[src/rtl/entropy_conditioner_if.sv]
// Byte-stream and raw-bit signals between the entropy conditioner and its
// neighbours; the conditioner itself connects through the slave modport.
interface entropy_conditioner_if;
    logic       bitIn;
    logic       bitValid;
    logic       byteReady;
    logic [7:0] byteOut;
    logic       byteValid;
    logic       healthFail;
    logic       overflow;

    modport master (
        output bitIn, bitValid, byteReady,
        input  byteOut, byteValid, healthFail, overflow
    );

    modport slave (
        input  bitIn, bitValid, byteReady,
        output byteOut, byteValid, healthFail, overflow
    );
endinterface

[src/rtl/entropy_conditioner.sv]
// Von Neumann debiaser with repetition-count health test, LSB-first byte
// packer and a small output FIFO.
module entropy_conditioner #(
    parameter int REP_CUTOFF = 32,
    parameter int FIFO_DEPTH = 4
) (
    input  logic                 clkIn,
    input  logic                 rstIn,
    entropy_conditioner_if.slave ec
);
    localparam int         AW      = $clog2(FIFO_DEPTH);
    localparam logic [7:0] CUTOFF  = 8'(REP_CUTOFF);
    localparam logic [AW:0] PTR_ONE = (AW + 1)'(1);

    logic        phase_q, phase_d;
    logic        first_q, first_d;
    logic [7:0]  pack_q, pack_d;
    logic [2:0]  cnt_q, cnt_d;
    logic [7:0]  run_q, run_d;
    logic        last_q, last_d;
    logic        health_q, health_d;
    logic        ovf_q, ovf_d;
    logic [AW:0] wr_q, wr_d;
    logic [AW:0] rd_q, rd_d;
    logic [7:0]  mem_q [FIFO_DEPTH];

    logic       emit;
    logic       push_req;
    logic       push;
    logic       drop;
    logic       pop;
    logic       empty;
    logic       full;
    logic       fail_now;
    logic [7:0] push_byte;

    // Run length of identical raw bits; zero only before the first bit after reset.
    always_comb begin
        run_d  = run_q;
        last_d = last_q;
        if (ec.bitValid) begin
            last_d = ec.bitIn;
            if (run_q == 8'd0 || ec.bitIn != last_q) begin
                run_d = 8'd1;
            end else if (run_q < CUTOFF) begin
                run_d = run_q + 8'd1;
            end
        end
    end

    assign fail_now  = ec.bitValid & ~health_q & (run_d == CUTOFF);
    assign emit      = ec.bitValid & phase_q & (first_q ^ ec.bitIn) & ~health_q;
    assign push_byte = {first_q, pack_q[7:1]};
    assign push_req  = emit & (cnt_q == 3'd7);

    assign empty = (wr_q == rd_q);
    assign full  = (wr_q[AW] != rd_q[AW]) && (wr_q[AW-1:0] == rd_q[AW-1:0]);

    // Output handshake: a byte transfers on any edge where byteValid and
    // byteReady are both high; byteOut is the FIFO head and advances next cycle.
    assign pop  = ec.byteValid & ec.byteReady;
    assign push = push_req & ~fail_now & (~full | pop);
    assign drop = push_req & ~fail_now & full & ~pop;

    always_comb begin
        phase_d  = phase_q;
        first_d  = first_q;
        pack_d   = pack_q;
        cnt_d    = cnt_q;
        wr_d     = wr_q;
        rd_d     = rd_q;
        health_d = health_q | fail_now;
        ovf_d    = ovf_q | drop;
        if (fail_now || health_q) begin
            phase_d = 1'b0;
            pack_d  = 8'h00;
            cnt_d   = 3'd0;
        end else if (ec.bitValid) begin
            phase_d = ~phase_q;
            if (!phase_q) begin
                first_d = ec.bitIn;
            end
            if (emit) begin
                pack_d = push_byte;
                cnt_d  = cnt_q + 3'd1;
            end
        end
        if (fail_now) begin
            wr_d = '0;
            rd_d = '0;
        end else begin
            if (push) begin
                wr_d = wr_q + PTR_ONE;
            end
            if (pop) begin
                rd_d = rd_q + PTR_ONE;
            end
        end
    end

    always_ff @(posedge clkIn) begin
        if (rstIn) begin
            phase_q  <= 1'b0;
            first_q  <= 1'b0;
            pack_q   <= 8'h00;
            cnt_q    <= 3'd0;
            run_q    <= 8'd0;
            last_q   <= 1'b0;
            health_q <= 1'b0;
            ovf_q    <= 1'b0;
            wr_q     <= '0;
            rd_q     <= '0;
        end else begin
            phase_q  <= phase_d;
            first_q  <= first_d;
            pack_q   <= pack_d;
            cnt_q    <= cnt_d;
            run_q    <= run_d;
            last_q   <= last_d;
            health_q <= health_d;
            ovf_q    <= ovf_d;
            wr_q     <= wr_d;
            rd_q     <= rd_d;
        end
    end

    // Storage is cleared on reset so byteOut reads 00 until the first push.
    always_ff @(posedge clkIn) begin
        if (rstIn) begin
            for (int i = 0; i < FIFO_DEPTH; i++) begin
                mem_q[i] <= 8'h00;
            end
        end else if (push) begin
            mem_q[wr_q[AW-1:0]] <= push_byte;
        end
    end

    assign ec.byteOut    = mem_q[rd_q[AW-1:0]];
    assign ec.byteValid  = ~empty & ~health_q;
    assign ec.healthFail = health_q;
    assign ec.overflow   = ovf_q;
endmodule

[src/flat_wrapper.sv]
// flat-port wrapper written by rule: the top's interface ports become plain ports
module entropy_conditioner_flat 
#(
    parameter int REP_CUTOFF = 32,
    parameter int FIFO_DEPTH = 4
)
  (clkIn, rstIn, ec_bitIn, ec_bitValid, ec_byteReady, ec_byteOut, ec_byteValid, ec_healthFail, ec_overflow);
  entropy_conditioner_if ec_i ();
  input  logic clkIn;
  input  logic rstIn;
  input wire logic [$bits(ec_i.bitIn)-1:0] ec_bitIn;
  input wire logic [$bits(ec_i.bitValid)-1:0] ec_bitValid;
  input wire logic [$bits(ec_i.byteReady)-1:0] ec_byteReady;
  output wire logic [$bits(ec_i.byteOut)-1:0] ec_byteOut;
  output wire logic [$bits(ec_i.byteValid)-1:0] ec_byteValid;
  output wire logic [$bits(ec_i.healthFail)-1:0] ec_healthFail;
  output wire logic [$bits(ec_i.overflow)-1:0] ec_overflow;
  assign ec_i.bitIn = ec_bitIn;
  assign ec_i.bitValid = ec_bitValid;
  assign ec_i.byteReady = ec_byteReady;
  assign ec_byteOut = ec_i.byteOut;
  assign ec_byteValid = ec_i.byteValid;
  assign ec_healthFail = ec_i.healthFail;
  assign ec_overflow = ec_i.overflow;
  entropy_conditioner #(.REP_CUTOFF(REP_CUTOFF), .FIFO_DEPTH(FIFO_DEPTH)) u_core (.clkIn(clkIn), .rstIn(rstIn), .ec(ec_i));
endmodule
[config.mk]
export PLATFORM = sky130hd
export DESIGN_NAME = entropy_conditioner_flat
export DESIGN_NICKNAME = d
export VERILOG_FILES = /design/src/rtl/entropy_conditioner_if.sv /design/src/rtl/entropy_conditioner.sv /design/src/flat_wrapper.sv
export SDC_FILE = /design/constraint.sdc
export NUM_CORES = 1
export LEC_CHECK = 0
export CAP_MARGIN = 20
export CORE_UTILIZATION = 50
export CTS_BUF_LIST = sky130_fd_sc_hd__clkbuf_16
export CTS_CLUSTER_DIAMETER = 150
export DETAILED_ROUTE_END_ITERATION = 6
export GPL_TIMING_DRIVEN = 0
export PLACE_DENSITY_LB_ADDON = 0.12
export RECOVER_POWER = 50
export SETUP_SLACK_MARGIN = 0.15
export SLEW_MARGIN = 5
export SYNTH_ARGS = -nofsm -noshare
export SYNTH_HDL_FRONTEND = slang
export SYNTH_SLANG_ARGS = --single-unit
[constraint.sdc]
create_clock -name clkIn -period 2.7 [get_ports clkIn]
set_clock_uncertainty 0.1 [all_clocks]
set_input_delay 0.27 -clock clkIn [delete_from_list [all_inputs] [get_ports clkIn]]
set_output_delay 0.27 -clock clkIn [all_outputs]
set_load 0.01 [all_outputs]
Word-level counts from Yosys, hierarchy flattened. Memories as Yosys holds them, arrays and structs flattened. A register that Yosys moved wholly into a read port is not among the register bits. Cells that the tools add are included.

Bits in writable memories: 32. Input port bits: 5. Bits in registers: 30. Memories: 1.

Memory list: u_core.mem_q (words 4, bits a word 8, rd ports 1, clocked after memory_dff 1, wr ports 4, line entropy_conditioner.sv:25) `logic [7:0] mem_q [FIFO_DEPTH];`.

Bitwise logic cells: 23. Equality and inequality tests: 6. Add/subtract/negate cells: 4. Order comparisons: 1. Reductions and logical operators: 9. Mux-type cells: 13.

Operators with widths (count): $mux W8 (4); $and A1 B1 Y1 (12); $add A3 B1 Y3 const B (3); $add A8 B1 Y8 const B (1); $eq A8 B6 Y1 const B (1); $logic_not A8 Y1 (1); $lt A8 B6 Y1 const B (1); $reduce_or A8 Y1 (1); $not A1 Y1 (7); $mux W1 (6); $mux W2 (3); $reduce_or A2 Y1 (2); $eq A3 B3 Y1 (1); $eq A3 B3 Y1 const B (1); $or A1 B1 Y1 (3); $reduce_and A3 Y1 (1); $eq A2 B2 Y1 (1); $logic_or A1 B1 Y1 (2); $ne A1 B1 Y1 (2); $reduce_and A2 Y1 (1); $logic_and A1 B1 Y1 (1); $xor A1 B1 Y1 (1).

Depth between registers and ports, before layout.
Depth after elaboration: 14. Mapped depth: 8.

Worst setup path before layout. Ideal clock, no wire load.

Kind: input-to-reg. Start: in ec_bitIn. End: mem u_core.mem_q[3][0] (enable). Setup slack: 0.274 ns. Setup time: 0.278 ns. Data required time: 2.322 ns. Stages on the path: 6. Data arrival time: 2.047 ns. Path through: clkbuf_1 > xor2_1 > a211o_1 > a2111oi_4 > nand3_1 > a41o_1.

RTL lines: start, declared (line flat_wrapper.sv:11) `input wire logic [$bits(ec_i.bitIn)-1:0] ec_bitIn;`; end, declared (line entropy_conditioner.sv:25).

==> flow_summary.yaml <==
status:
  status: "complete, no violations"
setup_path:
  path_cells: "or4b_4, or3_4, a21o_4, nand3_1, a41o_2"
  worstPathMaxFanout: 8
  critPathMaxStageDelay_ns: 0.58
  crit_slowest_cell: "or4b_4"
  r2r-end: "u_core.mem_q[3][7]$_DFFE_PP_"
  critPathArrivalTime_ns: 2.45
  crit_type: "reg2reg"
  cp-start-kind: "register"
  r2r_slack_ns: 0.16
  crit_required_ns: 2.61
  worstReg2RegStart: "u_core.run_q[7]$_SDFF_PP0_"
  r2r_cells: 5
  endpoint_kind: "register"
place:
  place_area_um2: 3240
  io_buffers: 14
  placed_cells: 333
  gp_congestion: 0.757
  place_hpwl_um: 3810
pwr:
  pwr-share-seq_pct: 44.1
  p_int_mw: 1.88
  peakVddDrop_mv: 0.388
  total_power_mw: 2.37
  power.switching_uw: 484
  leakage_nw: 1.42
  clkPwrFrac_pct: 51.3
  comb_power_share_pct: 4.6
  swShare_pct: 20.5
  p_per_area_nw_per_um2: 654
clock_network:
  cts_tree: "yes"
  numCtsBuffers: 9
  clkSinkCount: 63
  cts_hold_buf: 0
  clkLatencyLatePin_ns: 0.33
  cts_root_buffer: "clkbuf_16"
  cts_buffer_depth: 2
  htree_levels: 3
  clkTransAtPathRegs_ns: 0.05
cells_and_area:
  design_area_um2: 3620
  fin_cells: 355
  layout.nets: 289
  syn_to_final_growth_pct: 20.4
  antennaDiodeCount: 0
  drive_above_1_share_pct: 17.0
timing:
  setup_viol: 0
  rsz0062_at_grt: "yes"
  slew_viol_final: 0
  max_clock_freq_ghz: 0.394
  worst_slew_pin_slew_ns: 0.633
  period_share_pct: 94.0
  relSlewSlack_pct: 57.8
  hold_violations: 0
  fin_crit_ns: 2.54
  holdWs_ns: 0.281
  fin_setup_tns_ns: 0
yosys:
  synth_nets: 258
  synth_area_um2: 3010
  synth_flop_cell: "edfxtp_1"
  synthCells: 247
  synthDistinctLibCells: 51
  seq_area_frac_synth_pct: 52.6
  async_flop_share_pct: 0
  synth_edf_count: 32
  yosys_warnings: 0
  postSynthAreaPerCell_um2: 12.2
  ys_ff_latch: 63
worst_hold_path:
  hold_path_class: "in2reg"
  worstHoldStart: "ec_bitIn"
  hold_depth: 3
  holdPathEnd: "u_core.last_q$_SDFFE_PP0P_"
detailed_routing:
  drtPass1Iterations: 4
  avgRoutedWirePerCell_um: 16.7
  drc: 0
  viasPerCell: 5.61
  ant_nets: 0
  dr.first_iter.drc_count: 96
  postRouteWirelength_um: 5920
  dr_total_vias: 1992
floorplan:
  fp-row-count: 27
  start_util_pct: 53.3
  die_w_um: 79.5
  coreArea_um2: 5640
  ios: 16
  die_y_um: 79.5
  dieArea_um2: 6330
grt:
  grt_overflow_total: 0
  grt_max_degree: 12
  grt_antenna_before_repair: 0
  first_global_vias: 1906
  grt_pass1_wl_um: 9360
  grt_usage_pct: 20.4
run:
  cap_violations: 0
==> worst max-delay path: cells and delay by family (launching register included) <==
kind / cells / cell delay [ns]
simple gates: 3 / 1.13
compound gates: 2 / 0.63
flops: 1 / 0.36
==> power groups by stage <==
stage	Clock [mW]	Combinational, mW	Sequential (mW)
final	1.21	0.109	1.04
after global routing	1.27	0.119	1.05
after CTS	1.23	0.105	1.05
after detailed placement	0	0.104	1.07
after global placement	0	0.102	1.06
after floorplan	0	0.0712	1.06
==> flip-flops by register name, summed over array words and instances, names as in the netlist, named ones only <==
signal	flops
u_core.cnt_q	3
u_core.last_q	1
u_core.ec.overflow	1
u_core.run_q	8
u_core.rd_q	3
u_core.wr_q	3
u_core.phase_q	1
u_core.ec.healthFail	1
u_core.first_q	1
u_core.pack_q	7
u_core.mem_q	32
==> layer usage <==
layer  GRT usage [%]  share of wire (%)  vias to the layer above
met5               0                  0                        -
met4            9.27                1.4                        0
met3            5.49                3.8                        9
met2            32.1                 49                       39
met1            26.3                 46                      967
li1                -                  -                      977
==> timing repair <==
action,CTS,global route
pin swaps,1,4
buffers inserted,1,4
resized for setup,5,15
gates cloned,0,1
setup endpoints to repair,40,79
==> worst max-delay path by stage <==
stage | end | cells after the start | start | slack, ns
global placement | u_core.mem_q[3][3]$_DFFE_PP_ | 6 | ec_bitValid | -0.38
CTS | u_core.mem_q[3][0]$_DFFE_PP_ | 6 | ec_bitValid | 0.13
floorplan | u_core.mem_q[3][0]$_DFFE_PP_ | 6 | ec_bitIn | 0.27
finish | u_core.mem_q[3][7]$_DFFE_PP_ | 5 | u_core.run_q[7]$_SDFF_PP0_ | 0.16
detailed placement | u_core.mem_q[3][5]$_DFFE_PP_ | 6 | ec_bitValid | -0.45
global route | u_core.mem_q[3][7]$_DFFE_PP_ | 5 | u_core.run_q[7]$_SDFF_PP0_ | 0.08
==> layout by cell type (no fill, tap or decap), drive strengths merged, types with 2 or more instances in the layout <==
cell	count
clkbuf	15
a31oi	2
nor2b	13
mux4	8
nand4	3
xnor2	7
ha	6
or4b	2
and2	14
nand2	7
mux2i	12
clkinv	2
bufinv	2
buf	11
a21oi	4
a31o	3
a21o	2
dfxtp	31
dlygate4sd3	12
clkinvlp	2
edfxtp	32
or3	2
nand2b	2
o21ai	5
a21boi	2
a311oi	3
and3	25
nand3b	3
nor2	12
nand3	5
inv	11
xor2	6
==> stage by stage <==
step / utilization [%] / setup WS [ns]
after floorplan: - / 0.274
after global placement: 57.4 / -0.380
after detailed placement: 57.4 / -0.448
after CTS: 63.1 / 0.128
after global routing: 64.2 / 0.0832
final: 64.2 / 0.161
==> cell type report <==
class | count | area [um2]
Inverter | 10 | 37.5
Multi-Input combinational cell | 163 | 1330
Buffer | 11 | 67.6
Sequential cell | 63 | 1590
Timing Repair Buffer | 20 | 191
Fill cell | 457 | 2020
Clock inverter | 7 | 88.8
Tap cell | 72 | 90.1
Clock buffer | 9 | 225
==> kinds of logic (layout without fill, tap and decap cells) <==
kind of cell	count (synthesis)	count (layout)	share of synthesized area, %
AO/OA/AOI/OAI	32	32	9.32
XOR/XNOR	13	13	3.79
adder cells (fa/ha/maj)	6	6	2.50
buffers and inverters	21	57	3.41
flip-flops	63	63	52.6
multiplexers	20	20	9.99
AND/OR/NAND/NOR	92	92	18.4
==> cell usage after synthesis (all sizes together) (6+ instances only) <==
| master | instances | area share [%] |
|---|---|---|
| buf | 6 | 1.5 |
| nor2b | 13 | 2.7 |
| ha | 6 | 2.5 |
| and2 | 14 | 2.9 |
| mux4 | 8 | 6.0 |
| mux2i | 12 | 4.0 |
| xnor2 | 7 | 2.0 |
| inv | 10 | 1.2 |
| nand2 | 7 | 0.87 |
| edfxtp | 32 | 32 |
| dfxtp | 31 | 21 |
| xor2 | 6 | 1.7 |
| nor2 | 12 | 1.5 |
| and3 | 25 | 5.2 |
No activity file was read; power rests on OpenSTA's default activity.
